==> src/rtl/upe_tripleadd_seq_if.sv <==
// rtl/upe_tripleadd_seq_if.sv - operand/result bundle for the sliced triple adder
interface upe_tripleadd_seq_if #(
  parameter int NWORDS = 4
);
  localparam int W = 32 * NWORDS;

  logic         start;
  logic [W-1:0] a;
  logic [W-1:0] b;
  logic [W-1:0] c;
  logic         carryin1;
  logic         carryin2;
  logic         busy;
  logic         done;
  logic [W-1:0] out;
  logic         carryout1;
  logic         carryout2;

  modport master (
    output start, a, b, c, carryin1, carryin2,
    input  busy, done, out, carryout1, carryout2
  );

  modport slave (
    input  start, a, b, c, carryin1, carryin2,
    output busy, done, out, carryout1, carryout2
  );
endinterface

==> src/rtl/upe_tripleadd_seq.sv <==
// rtl/upe_tripleadd_seq.sv - (a+b+ci1)+c+ci2 over W bits, one 32-bit slice per cycle
module upe_tripleadd32 (
  input  logic [31:0] i_a,
  input  logic [31:0] i_b,
  input  logic [31:0] i_c,
  input  logic        i_ci1,
  input  logic        i_ci2,
  output logic [31:0] o_sum,
  output logic        o_co1,
  output logic        o_co2
);
  logic [32:0] w_s1;
  logic [32:0] w_s2;

  assign w_s1  = {1'b0, i_a} + {1'b0, i_b} + {32'd0, i_ci1};
  assign w_s2  = {1'b0, w_s1[31:0]} + {1'b0, i_c} + {32'd0, i_ci2};
  assign o_sum = w_s2[31:0];
  assign o_co1 = w_s1[32];
  assign o_co2 = w_s2[32];
endmodule

module upe_tripleadd_seq #(
  parameter int NWORDS = 4
) (
  input  logic                 clk,
  input  logic                 reset,
  upe_tripleadd_seq_if.slave   bus
);
  localparam int W  = 32 * NWORDS;
  localparam int KW = $clog2(NWORDS + 1);

  typedef enum logic [1:0] {S_IDLE, S_RUN, S_DONE} state_t;

  state_t       r_state;
  state_t       w_next_state;
  logic         w_busy;
  logic         w_done;
  logic         w_accept;
  logic         w_last;

  logic [KW-1:0] r_k;
  logic [W-1:0]  r_a;
  logic [W-1:0]  r_b;
  logic [W-1:0]  r_c;
  logic          r_cy1;
  logic          r_cy2;
  logic [W-1:0]  r_out;
  logic          r_co1;
  logic          r_co2;

  logic [31:0]   w_sum;
  logic          w_co1;
  logic          w_co2;

  // Operand registers shift right each slice, so the adder always reads bits [31:0].
  upe_tripleadd32 u_slice (
    .i_a   (r_a[31:0]),
    .i_b   (r_b[31:0]),
    .i_c   (r_c[31:0]),
    .i_ci1 (r_cy1),
    .i_ci2 (r_cy2),
    .o_sum (w_sum),
    .o_co1 (w_co1),
    .o_co2 (w_co2)
  );

  assign w_last   = (r_k == KW'(NWORDS - 1));
  assign w_accept = bus.start && (r_state == S_IDLE || r_state == S_DONE);

  always_comb begin
    w_next_state = r_state;
    w_busy       = 1'b0;
    w_done       = 1'b0;
    case (r_state)
      S_IDLE: begin
        if (bus.start) w_next_state = S_RUN;
      end
      S_RUN: begin
        w_busy = 1'b1;
        if (w_last) w_next_state = S_DONE;
      end
      S_DONE: begin
        w_done       = 1'b1;
        w_next_state = bus.start ? S_RUN : S_IDLE;
      end
      default: w_next_state = S_IDLE;
    endcase
  end

  always_ff @(posedge clk) begin
    if (reset) begin
      r_state <= S_IDLE;
      r_k     <= '0;
      r_a     <= '0;
      r_b     <= '0;
      r_c     <= '0;
      r_cy1   <= 1'b0;
      r_cy2   <= 1'b0;
      r_out   <= '0;
      r_co1   <= 1'b0;
      r_co2   <= 1'b0;
    end else begin
      r_state <= w_next_state;
      if (w_accept) begin
        r_a   <= bus.a;
        r_b   <= bus.b;
        r_c   <= bus.c;
        r_cy1 <= bus.carryin1;
        r_cy2 <= bus.carryin2;
        r_k   <= '0;
      end else if (r_state == S_RUN) begin
        for (int i = 0; i < NWORDS; i++) begin
          if (r_k == KW'(i)) r_out[32*i +: 32] <= w_sum;
        end
        r_a   <= r_a >> 32;
        r_b   <= r_b >> 32;
        r_c   <= r_c >> 32;
        r_cy1 <= w_co1;
        r_cy2 <= w_co2;
        if (w_last) begin
          r_co1 <= w_co1;
          r_co2 <= w_co2;
        end else begin
          r_k <= r_k + KW'(1);
        end
      end
    end
  end

  assign bus.busy      = w_busy;
  assign bus.done      = w_done;
  assign bus.out       = r_out;
  assign bus.carryout1 = r_co1;
  assign bus.carryout2 = r_co2;
endmodule

==> src/flat_wrapper.sv <==
// flat-port wrapper written by rule: the top's interface ports become plain ports
module upe_tripleadd_seq_flat 
#(
  parameter int NWORDS = 4
)
  (clk, reset, bus_start, bus_a, bus_b, bus_c, bus_carryin1, bus_carryin2, bus_busy, bus_done, bus_out, bus_carryout1, bus_carryout2);
  upe_tripleadd_seq_if #(.NWORDS(NWORDS)) bus_i ();
  input  logic clk;
  input  logic reset;
  input wire logic [$bits(bus_i.start)-1:0] bus_start;
  input wire logic [$bits(bus_i.a)-1:0] bus_a;
  input wire logic [$bits(bus_i.b)-1:0] bus_b;
  input wire logic [$bits(bus_i.c)-1:0] bus_c;
  input wire logic [$bits(bus_i.carryin1)-1:0] bus_carryin1;
  input wire logic [$bits(bus_i.carryin2)-1:0] bus_carryin2;
  output wire logic [$bits(bus_i.busy)-1:0] bus_busy;
  output wire logic [$bits(bus_i.done)-1:0] bus_done;
  output wire logic [$bits(bus_i.out)-1:0] bus_out;
  output wire logic [$bits(bus_i.carryout1)-1:0] bus_carryout1;
  output wire logic [$bits(bus_i.carryout2)-1:0] bus_carryout2;
  assign bus_i.start = bus_start;
  assign bus_i.a = bus_a;
  assign bus_i.b = bus_b;
  assign bus_i.c = bus_c;
  assign bus_i.carryin1 = bus_carryin1;
  assign bus_i.carryin2 = bus_carryin2;
  assign bus_busy = bus_i.busy;
  assign bus_done = bus_i.done;
  assign bus_out = bus_i.out;
  assign bus_carryout1 = bus_i.carryout1;
  assign bus_carryout2 = bus_i.carryout2;
  upe_tripleadd_seq #(.NWORDS(NWORDS)) u_core (.clk(clk), .reset(reset), .bus(bus_i));
endmodule
==> config.mk <==
export PLATFORM = sky130hd
export DESIGN_NAME = upe_tripleadd_seq_flat
export DESIGN_NICKNAME = d
export VERILOG_FILES = /design/src/rtl/upe_tripleadd_seq_if.sv /design/src/rtl/upe_tripleadd_seq.sv /design/src/flat_wrapper.sv
export SDC_FILE = /design/constraint.sdc
export NUM_CORES = 1
export LEC_CHECK = 0
export BUFFER_PORTS_ARGS = -buffer_cell sky130_fd_sc_hd__buf_4
export CAP_MARGIN = 20
export CORE_MARGIN = 2
export CORE_UTILIZATION = 55
export CTS_BUF_LIST = sky130_fd_sc_hd__clkbuf_8
export CTS_CLUSTER_DIAMETER = 80
export DETAILED_ROUTE_END_ITERATION = 10
export PLACE_DENSITY = 0.81
export REMOVE_ABC_BUFFERS = 1
export SLEW_MARGIN = 20
export SYNTH_ARGS = -nofsm -noshare
export SYNTH_HDL_FRONTEND = slang
export SYNTH_HIERARCHICAL = 1
export SYNTH_SLANG_ARGS = --single-unit
==> constraint.sdc <==
create_clock -name clk -period 7.4 [get_ports clk]
set_clock_uncertainty 0.15 [all_clocks]
set_input_delay 0.37 -clock clk [delete_from_list [all_inputs] [get_ports clk]]
set_output_delay 0.37 -clock clk [all_outputs]
set_load 0.005 [all_outputs]
==> run metrics <==
crit path to=u_core/bus.out[27]; Overflow after GRT=0; clk_lat worst skew=650 ps; Worst setup SP type=flop; Avg Vias per Cell=6.22; Detail Route Antenna Nets=0; r2r worst-path depth=22; unrepaired setup endpoints after global routing=false; Initial Util=55.4%; Worst R2R Setup Slack=1810 ps; First-pass DRT Iterations=9; TritonCTS clock tree=built; initial DRC count=3,116; GR Util met2=65.2%; Syn Area/Cell=8.13 um2; chip height=209 um; Synth async-reset ratio=0%; NumNets Final=4,052; Max Fclk=179 MHz; CTS Buf Count=86; crit path DAT=6010 ps; vias in the first global route=26,000; Die ar.=0.0436 mm2; RePlAce Congestion=0.895; Mapped Cells=2,840; type of the most critical hold path=in2reg; WL final=88,600 um; total track usage=38.9%; Port Buffers=520; layout cells sized above 1=18.5%; first element of the critical path=u_core/r_a[0]; DP HPWL=49,100 um; Clock Tree Root=clkbuf_8; Final WS setup=1810 ps; placed cells=3,657; actual slew at the worst max-slew pin=1300 ps; Util after Layout=77.3%; synth unique cells=60; number of synthesized register bits=521; Setup Fix Bufs, Post-CTS=0; post-layout min period=5590 ps; Fin. Hold Viols=0; Critical Path RT=7820 ps; predominant post-synthesis flop cell=dfxtp_1; DRC=0; crit path capture type=flop; row cnt=75; max-capacitance violation count=0; post-DR wirelength/cell=21.1 um; status=finished, final reports clean; core box area=0.0417 mm2; Fillers=2,572; register area share after synthesis=45.2%; initial antenna violation count=6; Post-Syn Area=0.0231 mm2; CP Class=reg2reg; post-synthesis to final-layout area growth=39.5%; hold path cells=3; EDFF count, synth=0; final worst path period share=75.6%; RR Endpoint=u_core/bus.out[27]; Via Count=26,100; Global Route met1 Usage=45.4%; clock slew at reported path FFs=60 ps; Max FO, Critical Path=6; Leak=13.2 nW; H-tree Lvls=3; VDD IR-drop max=0.156 mV; Worst R2R Start=u_core/r_a[0]; Pwr Density=221 mW/mm2; Top Ports=521; worst slack, placed=1970 ps; Hold Slack=64.1 ps; Final Setup Violations=0; GRT Max-Usage Layer=met2; clk sink count=521; Yosys Warn Count=6; first-pass GRT wire length=137,000 um; Max Slew Vio Count=0; largest net degree at the start of global routing=222; Max clock buf depth=3; die width=209 um; Layout Cells excl Fill=4,195; grt met3 use=8.36%; Slew headroom=13.4%
## worst max-delay path, stage by stage, from the launching register on
cell	delay, ps
dfxtp_1	330
fa_1	490
inv_1	100
fa_1	200
nor2b_1	70
o31a_1	290
o21ai_2	240
o21ai_2	130
a311oi_1	450
o21ai_1	150
xor2_1	170
ha_1	400
nand2_1	100
nor3_1	240
nand4_1	120
a21oi_1	150
o21ai_0	210
o31ai_1	650
a21o_1	210
a21oi_1	80
xnor2_1	320
nand2_1	120
a21oi_1	150
## state kept, by name (all words and copies together), names as in the netlist
register and cells:
u_core/bus.carryout2 1, u_core/r_b 128, u_core/r_k 3, u_core/r_c 128
u_core/r_state 2, u_core/bus.carryout1 1, u_core/bus.out 128, u_core/r_cy1 1
u_core/r_a 128, u_core/r_cy2 1
## cell usage after synthesis (all sizes together), types with 16 or more instances
| cell type | count | share of area (%) |
|---|---|---|
| a21o | 32 | 1.0 |
| a21oi | 382 | 8.3 |
| a22oi | 103 | 3.3 |
| a311oi | 65 | 2.5 |
| buf | 159 | 3.8 |
| clkbuf | 101 | 1.6 |
| dfxtp | 521 | 45 |
| ha | 67 | 3.6 |
| inv | 21 | 0.34 |
| nand2 | 508 | 8.3 |
| nand3 | 210 | 4.6 |
| nor2 | 98 | 1.6 |
| nor3 | 256 | 5.6 |
| o21ai | 28 | 0.69 |
| o22ai | 126 | 3.4 |
| xnor2 | 39 | 1.5 |
| xor2 | 16 | 0.61 |
## through the flow
step	power, W	area [um2]	TNS (ps)
5_1_grt	0.00736	32200	0
4_1_cts	0.00699	32200	0
3_5_place_dp	0.00443	26700	0
3_3_place_gp	0.00439	26600	0
6_report	0.00711	32200	0
2_1_floorplan	0.00399	21800	-2648020
## where the power goes
part	switching, W	internal, W
registers	0.000133	0.00301
clock network	0.00116	0.00130
logic	0.000862	0.000646
## worst min path at each step
stage,startpoint,end,slack [ps]
after floorplan,reset,u_core/bus.carryout1,290
final,bus_b[0],u_core/r_b[0],60
after global routing,bus_b[0],u_core/r_b[0],40
after global placement,u_core/bus.out[32],u_core/bus.out[32],290
after detailed placement,u_core/bus.out[0],u_core/bus.out[0],300
after CTS,bus_b[0],u_core/r_b[0],20
## cell usage in the layout (no fill, tap or decap), types with 57 or more instances in the layout
master           n
a21oi_1        380
dfxtp_1        521
nand3_1        210
nor3_1         255
nor2_1          98
dlygate4sd3_1  385
nand2_1        508
clkbuf_8       105
buf_4          530
a311oi_1        64
inv_1           57
a22oi_1        103
o22ai_1        126
ha_1            67
## cell families (layout without fill, tap and decap cells)
| family | after synthesis | count (layout) | share of synthesized area (%) |
|---|---|---|---|
| buf+inv | 281 | 1092 | 5.83 |
| flops | 521 | 521 | 45.2 |
| other cells | 0 | 5 | 0 |
| xor+xnor | 55 | 55 | 2.09 |
| mux | 3 | 3 | 0.152 |
| simple gates | 1122 | 1122 | 21.6 |
| fa+ha+maj | 71 | 71 | 3.98 |
| compound gates | 787 | 787 | 21.2 |
## final cells by class
class                      count  area (um2)  share of cell area [%]
clock inverter                42         189                   0.586
clock buffer                 105        1450                    4.49
tap                          539         674                    2.09
inverter                      21        86.3                   0.268
antenna                        5        12.5                  0.0388
timing repair buffer         924        8030                    24.9
multi-input combinational   2038       11300                    35.2
sequential                   521       10400                    32.4
## per-layer routing
metal  up-vias  wire, um
met3       472      8210
met5         -         9
met1     12100     32600
li1      11700         -
met4         2      5770
met2      1878     42000
## repair_timing
action / 4_1_cts / 5_1_grt
hold buffers: 385 / 0
gates resized for setup: 0 / 0
hold endpoints to repair: 386 / 0
setup endpoints to repair: 0 / 0
Power figures use the tool's default switching activity.
